File: config.mk
export PLATFORM = sky130hd
export DESIGN_NAME = adder_accumulator
export DESIGN_NICKNAME = d
export VERILOG_FILES = /design/src/rtl/adder_accumulator.sv
export SDC_FILE = /design/constraint.sdc
export NUM_CORES = 1
export LEC_CHECK = 0
export CORE_AREA = 2 2 52 66
export CTS_CLUSTER_DIAMETER = 120
export DETAILED_ROUTE_END_ITERATION = 16
export DIE_AREA = 0 0 54 68
export PLACE_DENSITY_LB_ADDON = 0.1
export SETUP_SLACK_MARGIN = 0.1
export SKIP_LAST_GASP = 1
export SLEW_MARGIN = 20
export SYNTH_ARGS = -nofsm -noshare
export SYNTH_HDL_FRONTEND = slang
export SYNTH_HIERARCHICAL = 1
export SYNTH_SLANG_ARGS = --single-unit
File: constraint.sdc
create_clock -name clk -period 5.1 [get_ports clk]
set_clock_uncertainty 0.15 [all_clocks]
set_input_delay 1.02 -clock clk [delete_from_list [all_inputs] [get_ports clk]]
set_output_delay 1.02 -clock clk [all_outputs]
set_load 0.005 [all_outputs]
File: src/rtl/adder_accumulator.sv
// Registered accumulator around a gate-level 4-bit ripple adder: operands arrive over
// valid/ready, the adder is given SETTLE_CYCLES to resolve, then sum and flags are captured.

module FullAdder4bit (
    input  logic [3:0] a_i,
    input  logic [3:0] b_i,
    input  logic       cin_i,
    output logic [3:0] sum_o,
    output logic       cout_o,
    output logic       ovf_o
);
    logic [4:0] c;

    assign c[0] = cin_i;

    for (genvar i = 0; i < 4; i++) begin : g_fa
        assign sum_o[i] = a_i[i] ^ b_i[i] ^ c[i];
        assign c[i+1]   = (a_i[i] & b_i[i]) | (c[i] & (a_i[i] ^ b_i[i]));
    end

    assign cout_o = c[4];
    // Signed overflow: carry into the sign bit differs from carry out of it.
    assign ovf_o  = c[4] ^ c[3];
endmodule

module adder_accumulator #(
    parameter int unsigned SETTLE_CYCLES = 4,
    parameter int unsigned COUNT_WIDTH   = 8
) (
    input  logic                   clk,
    input  logic                   reset,
    input  logic                   clear,
    input  logic                   in_valid,
    output logic                   in_ready,
    input  logic [3:0]             in_operand,
    output logic [3:0]             acc,
    output logic                   acc_carry,
    output logic                   acc_overflow,
    output logic                   sticky_overflow,
    output logic                   out_valid,
    output logic [COUNT_WIDTH-1:0] op_count
);
    localparam int unsigned CW = (SETTLE_CYCLES > 1) ? $clog2(SETTLE_CYCLES) : 1;
    localparam logic [CW-1:0] SETTLE_LOAD = CW'(SETTLE_CYCLES - 1);

    typedef enum logic {
        S_IDLE,
        S_SETTLE
    } state_e;

    state_e                 state_q, state_d;
    logic [CW-1:0]          cnt_q, cnt_d;
    logic [3:0]             b_q, b_d;
    logic [3:0]             acc_q, acc_d;
    logic                   carry_q, carry_d;
    logic                   ovf_q, ovf_d;
    logic                   sticky_q, sticky_d;
    logic                   ovalid_q, ovalid_d;
    logic [COUNT_WIDTH-1:0] count_q, count_d;

    logic [3:0]             add_sum;
    logic                   add_cout;
    logic                   add_ovf;

    FullAdder4bit u_adder (
        .a_i    (acc_q),
        .b_i    (b_q),
        .cin_i  (1'b0),
        .sum_o  (add_sum),
        .cout_o (add_cout),
        .ovf_o  (add_ovf)
    );

    always_comb begin
        state_d  = state_q;
        cnt_d    = cnt_q;
        b_d      = b_q;
        acc_d    = acc_q;
        carry_d  = carry_q;
        ovf_d    = ovf_q;
        sticky_d = sticky_q;
        ovalid_d = 1'b0;
        count_d  = count_q;
        in_ready = 1'b0;

        if (clear) begin
            state_d  = S_IDLE;
            cnt_d    = '0;
            acc_d    = '0;
            carry_d  = 1'b0;
            ovf_d    = 1'b0;
            sticky_d = 1'b0;
            count_d  = '0;
        end else begin
            unique case (state_q)
                S_IDLE: begin
                    in_ready = !reset;
                    if (in_valid) begin
                        b_d     = in_operand;
                        cnt_d   = SETTLE_LOAD;
                        state_d = S_SETTLE;
                    end
                end
                S_SETTLE: begin
                    if (cnt_q != '0) begin
                        cnt_d = cnt_q - CW'(1);
                    end else begin
                        acc_d    = add_sum;
                        carry_d  = add_cout;
                        ovf_d    = add_ovf;
                        sticky_d = sticky_q | add_ovf;
                        ovalid_d = 1'b1;
                        if (count_q != '1) begin
                            count_d = count_q + COUNT_WIDTH'(1);
                        end
                        state_d  = S_IDLE;
                    end
                end
                default: state_d = S_IDLE;
            endcase
        end
    end

    always_ff @(posedge clk or posedge reset) begin
        if (reset) begin
            state_q  <= S_IDLE;
            cnt_q    <= '0;
            b_q      <= '0;
            acc_q    <= '0;
            carry_q  <= 1'b0;
            ovf_q    <= 1'b0;
            sticky_q <= 1'b0;
            ovalid_q <= 1'b0;
            count_q  <= '0;
        end else begin
            state_q  <= state_d;
            cnt_q    <= cnt_d;
            b_q      <= b_d;
            acc_q    <= acc_d;
            carry_q  <= carry_d;
            ovf_q    <= ovf_d;
            sticky_q <= sticky_d;
            ovalid_q <= ovalid_d;
            count_q  <= count_d;
        end
    end

    assign acc             = acc_q;
    assign acc_carry       = carry_q;
    assign acc_overflow    = ovf_q;
    assign sticky_overflow = sticky_q;
    assign out_valid       = ovalid_q;
    assign op_count        = count_q;
endmodule

---- After elaboration in Yosys (flattened, before gate mapping) ----
Index checks and enable logic that the tools add are counted.
storage, ports and cells
  register bits after elaboration ......... 23
operators by class
  add/subtract/negate cells ............... 2
  equality and inequality tests ........... 4
  muxes and demuxes ....................... 29
  bitwise logic cells ..................... 21
  reductions and logical operators ........ 8
operators by type and width
  cell                                              count
  2-to-1 mux 8 bit                                  4
  2-to-1 mux 1 bit                                  17
  2-to-1 mux 4 bit                                  3
  adder 8 x 1 -> 8 bit, second input constant       1
  != test 8 bit, second input constant              1
  bitwise XOR 1 bit                                 8
  bitwise AND 1 bit                                 7
  2-to-1 mux 2 bit                                  3
  AND reduction 3 bit                               2
  nonzero test 2 bit                                3
  OR 1 bit                                          4
  one-hot mux 2 bit (2 select lines)                1
  AND reduction 2 bit                               2
  != test 3 x 2 -> 1 bit, second input constant     1
  != test 3 bit, second input constant              1
  != test 2 bit, second input constant              1
  NOT 1 bit                                         2
  one-hot mux 1 bit (2 select lines)                1
  subtractor 2 x 1 -> 2 bit, second input constant  1
  logical NOT 1 bit                                 1

---- Longest topological paths before layout ----
Gate-level depths: netlist (run 1).
  word-level depth ........................ 12
  gate-level depth with buffers ........... 10
  mapped depth without buffers ............ 10

---- Cells and area by module ----
Netlist (run 1), hierarchy kept.
by module, submodules not included
  module             times used  cells each  area each (um^2)  seq. area each (um^2)
  adder_accumulator  1           100         1042.2            575.6
  FullAdder4bit      1           15          126.4             0.0

---- Worst setup path before layout (run 1) ----
No wires, ideal clock.
  path type ............................... input-to-output
  from .................................... input clear
  to ...................................... output in_ready
  data arrival time ....................... 1383 ps
  required time ........................... 3930 ps
  slack ................................... 2547 ps
  stages on the path ...................... 2
  path buffers ............................ 1
  cell sequence ........................... buf_2 -> nor3_1
between the ends
  longest elaborated chain between the ends .. 1
RTL lines
  item                line  source
  start: declaration  32    input logic clear,
  2-to-1 mux 1 bit    86    if (clear) begin
  end: declaration    34    output logic in_ready,
Every way passes these cells.

---- Worst setup path after layout (run 1) ----
Ends and elaborated chain as after synthesis.

==> results of run 1 <==
state kept, by name, indices dropped and copies added, names as in the netlist:
register	count
cnt_q	2
b_q	4
acc	4
acc_overflow	1
state_q	1
op_count	8
out_valid	1
sticky_overflow	1
acc_carry	1
per-layer routing:
| metal | global-route usage [%] | up-vias | wire (um) |
|---|---|---|---|
| met2 | 26.4 | 15 | 1270 |
| met4 | 5.63 | 0 | 29 |
| met3 | 1.97 | 4 | 58 |
| met1 | 17.3 | 443 | 1010 |
| met5 | 0 | - | 0 |
| li1 | - | 438 | - |
report_power, final:
group	internal, mW	switching [mW]
logic	0.0406	0.0392
clock network	0.0545	0.0601
registers	0.197	0.0110
total	0.292	0.110
cells by family after synthesis:
kind of cell	Yosys count	share of synthesized area, %
flip-flops	23	49.3
AND/OR/NAND/NOR	39	17.7
other	1	0.321
adder cells (fa/ha/maj)	6	8.99
buffers and inverters	17	5.67
multiplexers	6	5.67
AO/OA/AOI/OAI	22	11.7
XOR/XNOR	1	0.750
placed cells by master (no fill, tap or decap), drive strengths merged, types with 4 or more instances in the layout:
cell | Yosys | layout
dfrtp | 23 | 23
and3 | 5 | 5
nor2 | 5 | 5
clkdlybuf4s50 | 0 | 24
inv | 13 | 13
mux2 | 5 | 5
fa | 4 | 4
nand2 | 13 | 13
a21oi | 11 | 11
metrics by stage:
stage          cell area [um^2]  worst slack, ps  hold slack (ps)  power (mW)
6_report                   1490             1570              361       0.402
5_1_grt                    1490             1510              388       0.429
4_1_cts                    1490             1560              367       0.407
3_5_place_dp               1450             1560              346       0.292
3_3_place_gp               1450             1580              340       0.288
2_1_floorplan              1170             2550              331       0.261
worst reg2reg max path, delay by kind of cell, from the launching register on:
kind | cells | cell delay (ps)
DFF | 1 | 420
AOI/OAI and AO/OA | 1 | 130
buffers and inverters | 4 | 280
adders and majority gates | 4 | 1390
and+or+nand+nor | 1 | 40
worst max path at each step:
stage,to,start,cells after the start
floorplan,in_ready,clear,2
global placement,in_ready,clear,4
detailed placement,in_ready,clear,4
CTS,in_ready,clear,4
global route,in_ready,clear,4
finish,in_ready,clear,4
final cells by class:
cell class / count / area share, %
clock inverters: 1 / 0.336
well taps: 37 / 3.10
inverters: 13 / 3.27
clock buffers: 3 / 2.77
flip-flops and latches: 23 / 38.6
repair buffers: 25 / 16.6
multi-input cells: 75 / 35.3
==> impl_table.tex, run 1 <==
\begin{tabular}{lr}
\hline
Metric & Value \\
\hline
\multicolumn{2}{l}{\textbf{Synthesis}} \\
\quad Synth Instances & 115 \\
\quad Netlist cell types & 32 \\
\quad Number of synthesized register bits & 23 \\
\quad Avg Inst Size Synth & 10.2 um\^{}2 \\
\quad Area of the mapped netlist & 0.00117 mm\^{}2 \\
\quad Most area-consuming cells after synthesis & sky130\_fd\_sc\_hd\_\_dfrtp\_1 49\%, sky130\_fd\_sc\_hd\_\_fa\_1 6.9\%, sky130\_fd\_sc\_hd\_\_mux2\_2 4.8\%, sky130\_fd\_sc\_hd\_\_a21oi\_1 4.7\%, sky130\_fd\_sc\_hd\_\_inv\_1 4.2\% \\
\quad Most frequent cell after synthesis & sky130\_fd\_sc\_hd\_\_dfrtp\_1 \\
\quad Commonest cells post-synth & 23 x sky130\_fd\_sc\_hd\_\_dfrtp\_1, 13 x sky130\_fd\_sc\_hd\_\_inv\_1, 12 x sky130\_fd\_sc\_hd\_\_nand2\_1 \\
\quad Synth warn & 6 \\
\quad Top FF cell, synth & sky130\_fd\_sc\_hd\_\_dfrtp\_1 \\
\quad Number of enable flip-flop cells after synthesis & 0 \\
\quad Sequential-to-total area share from yosys stat & 49.3\% \\
\quad Most area-hungry cell type in the Yosys netlist & sky130\_fd\_sc\_hd\_\_dfrtp\_1 \\
\quad Post-Syn Nets & 129 \\
\quad Share of synthesized registers carrying an async set or reset & 100\% \\
\quad Share of the synthesized area in the top cell type & 49.3\% \\
\multicolumn{2}{l}{\textbf{Detailed routing}} \\
\quad Number of optimization iterations in the first detailed-route pass & 4 \\
\quad Drt first-iter violations & 20 \\
\quad DR vias & 900 \\
\quad Antenna Violating Nets Remaining & 0 \\
\quad WL/cell & 13.4 um \\
\quad Post-detailed-routing wire length & 2.37 mm \\
\quad Avg Vias per Cell & 5.08 \\
\quad DRC violation count after routing & 0 \\
\multicolumn{2}{l}{\textbf{Clock tree}} \\
\quad Clock sinks & 23 \\
\quad Maximum buffer depth of the clock tree & 2 \\
\quad Number of post-CTS setup repair buffers & 0 \\
\quad CTS root buffer & sky130\_fd\_sc\_hd\_\_clkbuf\_8 \\
\quad Skew-Pair Late Insertion Delay & 260 ps \\
\quad Cts hold-fix bufs & 0 \\
\quad \# resized after CTS & 0 \\
\quad Num CTS Buffers & 3 \\
\quad Clock edge transition at the registers on the reported setup and hold paths & 90 ps \\
\quad Max H-tree Level & 1 \\
\quad CTS tree & built \\
\multicolumn{2}{l}{\textbf{Cells and area}} \\
\quad Multi-input gate area in the final layout & 527 um\^{}2 \\
\quad Area Overhead vs Synth & 27.6\% \\
\quad Non-filler cells, final & 177 \\
\quad Number of diodes & 0 \\
\quad Count of nets after finishing & 155 \\
\quad Count of filler cells inserted in the layout & 303 \\
\quad Area taken by flip-flops and latches & 576 um\^{}2 \\
\quad Fraction of the core area covered by cells at the end of the flow & 48.0\% \\
\quad Share of layout cells above drive strength 1 & 7.86\% \\
\multicolumn{2}{l}{\textbf{Floorplanning}} \\
\quad Die Span Y & 68 um \\
\quad Core area & 0.00311 mm\^{}2 \\
\quad Horiz. Die Dim & 54 um \\
\quad Number of placement rows & 23 \\
\quad I/O pin count & 25 \\
\quad Die ar. & 0.00367 mm\^{}2 \\
\quad Effective utilization at floorplan & 37.6\% \\
\multicolumn{2}{l}{\textbf{Flow run}} \\
\quad Number of violations of the max-capacitance limit & 0 \\
\multicolumn{2}{l}{\textbf{STA}} \\
\quad Final setup fails & 0 \\
\quad Final number of max-transition violations & 0 \\
\quad Max Clk Rate & 0.283 GHz \\
\quad Slew Limit Headroom & 41.4\% \\
\quad Final Hold Violating Endpoints & 0 \\
\quad Slew of the pin with the lowest slew margin & 878 ps \\
\quad Total Negative Setup Slacks & 0 ps \\
\quad Clock period minus final worst setup slack & 3530 ps \\
\quad Unrepaired setup endpoints after global routing & false \\
\quad Fraction of the cycle the final worst path needs & 69.3\% \\
\multicolumn{2}{l}{\textbf{Worst setup path}} \\
\quad Buffer and inverter count on the worst path & 3 \\
\quad Required time of the critical path & 3930 ps \\
\quad CP Capture Type & primary output \\
\quad Number of cells on the worst reg-to-reg path & 10 \\
\quad Crit-path cells & clkdlybuf4s50\_1, buf\_4, nor3\_1, clkdlybuf4s50\_1 \\
\quad Sort of element at the start of the critical path & primary input \\
\quad Delay of the slowest critical-path stage & 540 ps \\
\quad Cell family contributing the most delay on the critical path & buffers and inverters \\
\quad Register-to-Register Setup Slack & 2610 ps \\
\quad Crit path top cell by count & sky130\_fd\_sc\_hd\_\_clkdlybuf4s50\_1 \\
\quad Worst Path Arrival & 2360 ps \\
\quad Kind of critical path & in -> out \\
\quad Peak fanout along the critical path & 23 \\
\quad Critical-path cell with the highest stage delay & sky130\_fd\_sc\_hd\_\_clkdlybuf4s50\_1 \\
\quad Startpoint of the most critical register-to-register path & acc[0] \\
\quad Endpoint of the worst-slack reg-to-reg timing path & acc[3] \\
\multicolumn{2}{l}{\textbf{Global routing}} \\
\quad Vias in the first global route & 926 \\
\quad Initial antenna violation count & 0 \\
\quad Maximum number of pins on one net before global-route repair & 24 \\
\quad Grt total ovfl & 0 \\
\quad Total global-route track usage & 14.6\% \\
\quad Global-route wire length before repair & 3.91 mm \\
\multicolumn{2}{l}{\textbf{Pwr}} \\
\quad Static leakage & 0.670 nW \\
\quad Power per cell area & 270 mW/mm\^{}2 \\
\quad Worst ir drop on vdd & 0.184 mV \\
\multicolumn{2}{l}{\textbf{Worst hold path}} \\
\quad Hold EP & b\_q[1] \\
\quad Hold wc startpoint & b\_q[1] \\
\quad Instance count along the most critical hold path & 1 \\
\quad Hold Crit Class & reg -> reg \\
\multicolumn{2}{l}{\textbf{Placement}} \\
\quad Post-DP HPWL & 1.73 mm \\
\quad Number of port buffers & 24 \\
\quad Gp weighted congestion & 0.674 \\
\quad Number of placed cells counting well taps & 173 \\
\multicolumn{2}{l}{\textbf{Status}} \\
\quad Status & finished, final reports clean \\
\hline
\end{tabular}
(Power assumes the default switching activity.)
==> inputs of run 2 (changes only) <==
clock period = 3.35 ns   (was 5.1 ns; I/O delays follow)
==> run 2 against run 1 <==
Compared with the run above:
- clock-buffer cell count increased by 1
- non-clock buffer count unchanged
- final area is essentially flat
- largest cell class unchanged
- first-iteration DRC count grew 75%
- total power grew 51%
- global-route usage up 0.45 points
- sequential cell count is the same
- worst hold slack got worse by 3.1 ps
- core utilization barely moved
==> impl_table.tex, run 2 (synthesis gave the netlist of run 1 again) <==
\begin{tabular}{lr}
\hline
Metric & Value \\
\hline
\multicolumn{2}{l}{\textbf{Detailed routing}} \\
\quad DR WL met2 & 1.29 mm (was 1.27 mm) \\
\quad Highest routed layer & met4 (unchanged) \\
\quad Post-detailed-routing wire length & 2.44 mm (was 2.37 mm) \\
\quad Total routed wire length on the met1 layer & 1.04 mm (was 1.01 mm) \\
\quad Routed wire length on met3 & 76 um (was 58 um) \\
\quad Antenna Violating Nets Remaining & 0 (unchanged) \\
\quad WL/cell & 13.8 um (was 13.4 um) \\
\quad Drt first-iter violations & 35 (was 20) \\
\quad DRC violation count after routing & 0 (unchanged) \\
\quad Avg Vias per Cell & 5.21 (was 5.08) \\
\quad Number of optimization iterations in the first detailed-route pass & 2 (was 4) \\
\quad DR vias & 922 (was 900) \\
\multicolumn{2}{l}{\textbf{STA}} \\
\quad Final Hold Violating Endpoints & 0 (unchanged) \\
\quad Final setup fails & 0 (unchanged) \\
\quad Slew of the pin with the lowest slew margin & 897 ps (was 878 ps) \\
\quad Total Negative Setup Slacks & 0 ps (unchanged) \\
\quad Final number of max-transition violations & 0 (unchanged) \\
\quad Slew Limit Headroom & 40.1\% (was 41.4\%) \\
\quad Fraction of the cycle the final worst path needs & 79.0\% \\
\quad Unrepaired setup endpoints after global routing & false (unchanged) \\
\quad Clock period minus final worst setup slack & 2650 ps \\
\quad Final critical-path setup slack & 703 ps (was 1570 ps) \\
\quad Max Clk Rate & 0.378 GHz \\
\multicolumn{2}{l}{\textbf{Clock tree}} \\
\quad Clock sinks & 23 (unchanged) \\
\quad Clock edge transition at the registers on the reported setup and hold paths & 80 ps (was 90 ps) \\
\quad Maximum buffer depth of the clock tree & 2 (unchanged) \\
\quad Number of post-CTS setup repair buffers & 0 (unchanged) \\
\quad CTS tree & built (unchanged) \\
\quad Cts hold-fix bufs & 0 (unchanged) \\
\quad Skew-Pair Late Insertion Delay & 260 ps (about the same) \\
\quad \# resized after CTS & 0 (unchanged) \\
\quad Max H-tree Level & 1 (unchanged) \\
\quad Num CTS Buffers & 3 (unchanged) \\
\quad CTS root buffer & sky130\_fd\_sc\_hd\_\_clkbuf\_8 (unchanged) \\
\multicolumn{2}{l}{\textbf{Cells and area}} \\
\quad Leading cell type in the layout, fill and taps excluded & sky130\_fd\_sc\_hd\_\_clkdlybuf4s50\_1 (unchanged) \\
\quad Flip-flop count of the largest register after layout & 8 (unchanged) \\
\quad Share of layout cells above drive strength 1 & 7.14\% (was 7.86\%) \\
\quad Area Overhead vs Synth & 27.5\% (was 27.6\%) \\
\quad Count of nets after finishing & 155 (unchanged) \\
\quad Non-filler cells, final & 177 (unchanged) \\
\quad Most used cells in the layout excluding fill and tap cells & 24 x sky130\_fd\_sc\_hd\_\_clkdlybuf4s50\_1, 23 x sky130\_fd\_sc\_hd\_\_dfrtp\_1, 13 x sky130\_fd\_sc\_hd\_\_inv\_1 (unchanged) \\
\quad Fraction of the core area covered by cells at the end of the flow & 47.9\% (was 48.0\%) \\
\quad Final Instance Area & 0.00149 mm\^{}2 (about the same) \\
\quad Number of diodes & 0 (unchanged) \\
\quad Count of filler cells inserted in the layout & 323 (was 303) \\
\multicolumn{2}{l}{\textbf{Worst setup path}} \\
\quad Register-to-Register Setup Slack & 890 ps (was 2610 ps) \\
\quad Startpoint of the most critical register-to-register path & acc[0] (unchanged) \\
\quad Endpoint of the worst-slack reg-to-reg timing path & acc[3] (unchanged) \\
\quad Kind of critical path & in -> out (unchanged) \\
\quad Peak fanout along the critical path & 2 (was 23) \\
\quad Number of cells on the worst reg-to-reg path & 10 (unchanged) \\
\quad CP Capture Type & primary output (unchanged) \\
\quad Required time of the critical path & 2530 ps (was 3930 ps) \\
\quad Worst Path Arrival & 1830 ps (was 2360 ps) \\
\quad Sort of element at the start of the critical path & primary input (unchanged) \\
\multicolumn{2}{l}{\textbf{Worst hold path}} \\
\quad Hold Crit Class & reg -> reg (unchanged) \\
\quad Instance count along the most critical hold path & 1 (unchanged) \\
\quad Hold EP & b\_q[3] (was b\_q[1]) \\
\quad Hold wc startpoint & b\_q[3] (was b\_q[1]) \\
\multicolumn{2}{l}{\textbf{Placement}} \\
\quad Post-DP HPWL & 1.78 mm (was 1.73 mm) \\
\quad Placed Area & 0.00145 mm\^{}2 (unchanged) \\
\quad Worst slack at placement & 688 ps (was 1560 ps) \\
\quad Gp weighted congestion & 0.672 (was 0.674) \\
\quad Number of placed cells counting well taps & 173 (unchanged) \\
\quad Number of port buffers & 24 (unchanged) \\
\multicolumn{2}{l}{\textbf{Floorplanning}} \\
\quad Number of placement rows & 23 (unchanged) \\
\quad Die Span Y & 68 um (unchanged) \\
\quad Core area & 0.00311 mm\^{}2 (unchanged) \\
\quad Effective utilization at floorplan & 37.6\% (unchanged) \\
\quad Horiz. Die Dim & 54 um (unchanged) \\
\quad Die ar. & 0.00367 mm\^{}2 (unchanged) \\
\quad I/O pin count & 25 (unchanged) \\
\multicolumn{2}{l}{\textbf{Pwr}} \\
\quad Part of the power in registers & 52.0\% (was 51.6\%) \\
\quad Static leakage & 0.667 nW (was 0.670 nW) \\
\quad Worst ir drop on vdd & 0.261 mV (was 0.184 mV) \\
\quad Cell-internal power & 445 uW (was 292 uW) \\
\quad Clk pwr share & 28.2\% (was 28.5\%) \\
\quad Power share of the combinational group & 19.8\% (was 19.9\%) \\
\quad Switching pwr & 161 uW (was 110 uW) \\
\quad Fraction of power spent switching nets & 26.6\% (was 27.5\%) \\
\quad Power per cell area & 407 mW/mm\^{}2 (was 270 mW/mm\^{}2) \\
\multicolumn{2}{l}{\textbf{Global routing}} \\
\quad Initial antenna violation count & 0 (unchanged) \\
\quad Total global-route track usage & 15.1\% (was 14.6\%) \\
\quad Maximum number of pins on one net before global-route repair & 24 (unchanged) \\
\quad Vias in the first global route & 949 (was 926) \\
\quad Grt total ovfl & 0 (unchanged) \\
\quad Global-route wire length before repair & 4.08 mm (was 3.91 mm) \\
\multicolumn{2}{l}{\textbf{Flow run}} \\
\quad Number of violations of the max-capacitance limit & 0 (unchanged) \\
\multicolumn{2}{l}{\textbf{Status}} \\
\quad Status & finished, final reports clean (unchanged) \\
\hline
\end{tabular}
==> run 2: cell count changes in the layout (fill, tap and decap cells not counted), sizes merged <==
cell	previous run	this run
clkbuf	3	4
clkinv	1	0
==> run 2: worst max path at each step <==
stage	from	endpoint	cells past startpoint
finish	clear	in_ready	3
CTS	clear	in_ready	3
global route	clear	in_ready	3
floorplan	acc[0]	acc[3]	10
global placement	clear	in_ready	3
detailed placement	clear	in_ready	3
==> run 2: worst max-delay path, cell delays in order <==
cell and delay (ps):
sky130_fd_sc_hd__clkdlybuf4s50_1 420, sky130_fd_sc_hd__nor3_1 200, sky130_fd_sc_hd__clkdlybuf4s50_1 540
==> run 2: per-layer routing <==
metal / vias up / track usage [%]
li1: 438 / -
met1: 465 / 17.3
met2: 15 / 27.7
met3: 4 / 2.18
met4: 0 / 5.63
met5: - / 0
==> run 2: power by group through the flow <==
stage	logic, mW	clock network [mW]	registers (mW)
5_1_grt	0.138	0.184	0.319
3_3_place_gp	0.117	0	0.321
2_1_floorplan	0.0784	0	0.319
3_5_place_dp	0.123	0	0.322
6_report	0.120	0.171	0.315
4_1_cts	0.123	0.176	0.316
==> run 2: cell type report <==
type	count	area [um^2]	area share (%)
clock buffer	4	45.0	3.02
inverter	13	48.8	3.27
multi-input combinational	75	527	35.3
sequential	23	576	38.6
tap	37	46.3	3.11
timing repair buffer	25	248	16.6
==> run 2: through the flow <==
| step | power (mW) | hold WS (ps) |
|---|---|---|
| after detailed placement | 0.444 | 347 |
| after CTS | 0.615 | 365 |
| after global placement | 0.438 | 339 |
| final | 0.606 | 358 |
| after floorplan | 0.397 | 331 |
| after global routing | 0.642 | 373 |
==> inputs of run 3 (changes only) <==
clock period = 2.3 ns   (was 3.35 ns; I/O delays follow)
==> run 3 against run 2 <==
Compared with the run above:
- the flow now finishes with violations (setup timing)
- first-iteration DRC count is 40% lower
- clock-buffer cell count is 1 lower
- core utilization is 1.7 points higher
- die area stayed put
- combinational power is 63% higher
- global-route usage is 0.21 points lower
- clock power is 51% higher
- critical path type is now reg -> reg
- largest cell class unchanged
- highest routed layer unchanged
==> impl_table.tex, run 3 (synthesis gave the netlist of run 1 again) <==
\begin{tabular}{lr}
\hline
Metric & Value \\
\hline
\multicolumn{2}{l}{\textbf{Status}} \\
\quad Status & complete, but fails checks (was finished, final reports clean) \\
\quad Failing checks & setup timing \\
\multicolumn{2}{l}{\textbf{Cells and area}} \\
\quad Most used cells in the layout excluding fill and tap cells & 23 x sky130\_fd\_sc\_hd\_\_dfrtp\_1, 23 x sky130\_fd\_sc\_hd\_\_clkdlybuf4s50\_1, 12 x sky130\_fd\_sc\_hd\_\_nand2\_1 (was 24 x sky130\_fd\_sc\_hd\_\_clkdlybuf4s50\_1, 23 x sky130\_fd\_sc\_hd\_\_dfrtp\_1, 13 x sky130\_fd\_sc\_hd\_\_inv\_1) \\
\quad Non-filler cells, final & 181 (was 177) \\
\quad Area Overhead vs Synth & 31.9\% (was 27.5\%) \\
\quad Number of diodes & 0 (unchanged) \\
\quad Count of nets after finishing & 159 (was 155) \\
\quad Share of layout cells above drive strength 1 & 16.7\% (was 7.14\%) \\
\quad Flip-flop count of the largest register after layout & 8 (unchanged) \\
\quad Fraction of the core area covered by cells at the end of the flow & 49.6\% (was 47.9\%) \\
\multicolumn{2}{l}{\textbf{STA}} \\
\quad Unrepaired setup endpoints after global routing & true (was false) \\
\quad Final Hold Violating Endpoints & 0 (unchanged) \\
\quad Final number of max-transition violations & 0 (unchanged) \\
\quad Fraction of the cycle the final worst path needs & 100\% \\
\quad Final critical-path setup slack & -8.25 ps (was 703 ps) \\
\quad Clock period minus final worst setup slack & 2310 ps \\
\quad Worst hold margin & 356 ps (was 358 ps) \\
\quad Max Clk Rate & 0.433 GHz \\
\quad Final setup fails & 1 (was 0) \\
\multicolumn{2}{l}{\textbf{Worst setup path}} \\
\quad Critical-path cell with the highest stage delay & sky130\_fd\_sc\_hd\_\_dfrtp\_1 (was sky130\_fd\_sc\_hd\_\_clkdlybuf4s50\_1) \\
\quad Worst Path Arrival & 2350 ps (was 1830 ps) \\
\quad Kind of critical path & reg -> reg (was in -> out) \\
\quad Crit path top cell by count & sky130\_fd\_sc\_hd\_\_fa\_2 (was sky130\_fd\_sc\_hd\_\_clkdlybuf4s50\_1) \\
\quad Delay of the slowest critical-path stage & 410 ps (was 540 ps) \\
\quad Sort of element at the start of the critical path & flip-flop (was primary input) \\
\quad Peak fanout along the critical path & 2 (unchanged) \\
\quad Required time of the critical path & 2350 ps (was 2530 ps) \\
\quad Crit-path cells & fa\_2, inv\_2, fa\_2, inv\_2, fa\_2, inv\_2, fa\_2, inv\_1, nand2\_1, a21oi\_1 (was clkdlybuf4s50\_1, nor3\_1, clkdlybuf4s50\_1) \\
\quad CP Capture Type & flip-flop (was primary output) \\
\multicolumn{2}{l}{\textbf{Clock tree}} \\
\quad Number of post-CTS setup repair buffers & 0 (unchanged) \\
\quad Clock edge transition at the registers on the reported setup and hold paths & 90 ps (was 80 ps) \\
\quad Cts hold-fix bufs & 0 (unchanged) \\
\quad CTS tree & built (unchanged) \\
\quad Skew-Pair Late Insertion Delay & 270 ps (was 260 ps) \\
\quad Num CTS Buffers & 3 (unchanged) \\
\quad Max H-tree Level & 1 (unchanged) \\
\quad Clock sinks & 23 (unchanged) \\
\quad Maximum buffer depth of the clock tree & 2 (unchanged) \\
\quad CTS root buffer & sky130\_fd\_sc\_hd\_\_clkbuf\_8 (unchanged) \\
\multicolumn{2}{l}{\textbf{Detailed routing}} \\
\quad Drt first-iter violations & 21 (was 35) \\
\quad Post-detailed-routing wire length & 2.45 mm (was 2.44 mm) \\
\quad Avg Vias per Cell & 5.15 (was 5.21) \\
\quad Antenna Violating Nets Remaining & 0 (unchanged) \\
\quad DR vias & 933 (was 922) \\
\quad WL/cell & 13.5 um (was 13.8 um) \\
\quad DRC violation count after routing & 0 (unchanged) \\
\quad Number of optimization iterations in the first detailed-route pass & 4 (was 2) \\
\multicolumn{2}{l}{\textbf{Pwr}} \\
\quad Worst ir drop on vdd & 0.313 mV (was 0.261 mV) \\
\quad Power share of the combinational group & 21.5\% (was 19.8\%) \\
\quad Fraction of power spent switching nets & 27.8\% (was 26.6\%) \\
\quad Clk pwr share & 28.3\% (was 28.2\%) \\
\quad Power per cell area & 594 mW/mm\^{}2 (was 407 mW/mm\^{}2) \\
\quad Static leakage & 0.697 nW (was 0.667 nW) \\
\quad Cell-internal power & 661 uW (was 445 uW) \\
\quad Switching pwr & 254 uW (was 161 uW) \\
\quad Part of the power in registers & 50.2\% (was 52.0\%) \\
\multicolumn{2}{l}{\textbf{Floorplanning}} \\
\quad Core area & 0.00311 mm\^{}2 (unchanged) \\
\quad Number of placement rows & 23 (unchanged) \\
\quad Horiz. Die Dim & 54 um (unchanged) \\
\quad Effective utilization at floorplan & 37.6\% (unchanged) \\
\quad Die Span Y & 68 um (unchanged) \\
\quad Die ar. & 0.00367 mm\^{}2 (unchanged) \\
\quad I/O pin count & 25 (unchanged) \\
\multicolumn{2}{l}{\textbf{Worst hold path}} \\
\quad Hold Crit Class & reg -> reg (unchanged) \\
\multicolumn{2}{l}{\textbf{Global routing}} \\
\quad Most used routing layer & met2 (unchanged) \\
\quad Initial antenna violation count & 0 (unchanged) \\
\quad Vias in the first global route & 916 (was 949) \\
\quad Global-route wire length before repair & 3.91 mm (was 4.08 mm) \\
\quad Global routing usage on met2 & 27.1\% (was 27.7\%) \\
\quad Grt total ovfl & 0 (unchanged) \\
\quad Total global-route track usage & 14.9\% (was 15.1\%) \\
\quad Met1 usage & 16.5\% (was 17.3\%) \\
\quad Maximum number of pins on one net before global-route repair & 24 (unchanged) \\
\quad Grt met3 use & 1.97\% (was 2.18\%) \\
\multicolumn{2}{l}{\textbf{Placement}} \\
\quad Gp weighted congestion & 0.744 (was 0.672) \\
\quad Post-DP HPWL & 1.74 mm (was 1.78 mm) \\
\quad Number of placed cells counting well taps & 177 (was 173) \\
\quad Number of port buffers & 24 (unchanged) \\
\multicolumn{2}{l}{\textbf{Flow run}} \\
\quad Number of violations of the max-capacitance limit & 0 (unchanged) \\
\hline
\end{tabular}
[run 3: final timing paths]
check	from	to	slack, ps	depth (start not counted)
min reg2reg	sticky_overflow	sticky_overflow	360	2
max reg2reg	b_q[0]	acc[3]	-8	10
max	b_q[0]	acc[3]	-8	10
min in group asynchronous	reset	cnt_q[0]	410	3
min	sticky_overflow	sticky_overflow	360	2
max in group asynchronous	reset	op_count[6]	1340	3
[run 3: layout make-up]
cell class                      instances  area (um^2)
Clock buffer                            3         41.3
Clock inverter                          1         5.00
Fill cell                             305         1570
Inverter                               13         48.8
Multi-Input combinational cell         75          548
Sequential cell                        23          576
Tap cell                               37         46.3
Timing Repair Buffer                   29          277
[run 3: metal layers]
layer / routed length [um] / vias to the layer above
li1: - / 446
met1: 1060 / 465
met2: 1260 / 17
met3: 80 / 5
met4: 48 / 0
met5: 0 / -
[run 3: per-stage QoR]
step | setup TNS, ps | instance area, um^2 | setup WS, ps | power, mW
floorplan | 0 | 1170 | 78.6 | 0.583
global placement | 0 | 1480 | 14.3 | 0.653
detailed placement | -3.61 | 1480 | -3.61 | 0.657
CTS | -4.38 | 1530 | -4.38 | 0.920
global route | -131 | 1540 | -128 | 0.969
finish | -8.25 | 1540 | -8.25 | 0.915
[run 3: repair_timing]
action / CTS / global route
resized for setup: 2 / 4
pin swaps: 2 / 3
endpoints found under the setup margin: 4 / 3
[run 3: worst max-delay path: cells and delay by family, from the launching register on]
family                   cells  cell delay, ps
buffers and inverters        4             230
flip-flops                   1             410
AO/OA/AOI/OAI                1             130
AND/OR/NAND/NOR              1              40
adder cells (fa/ha/maj)      4            1290
[run 3: power by group through the flow]
stage / Sequential, mW / Combinational (mW) / Clock (mW)
floorplan: 0.464 / 0.118 / 0
global placement: 0.467 / 0.186 / 0
detailed placement: 0.467 / 0.190 / 0
CTS: 0.460 / 0.190 / 0.270
global route: 0.464 / 0.225 / 0.280
finish: 0.459 / 0.196 / 0.259
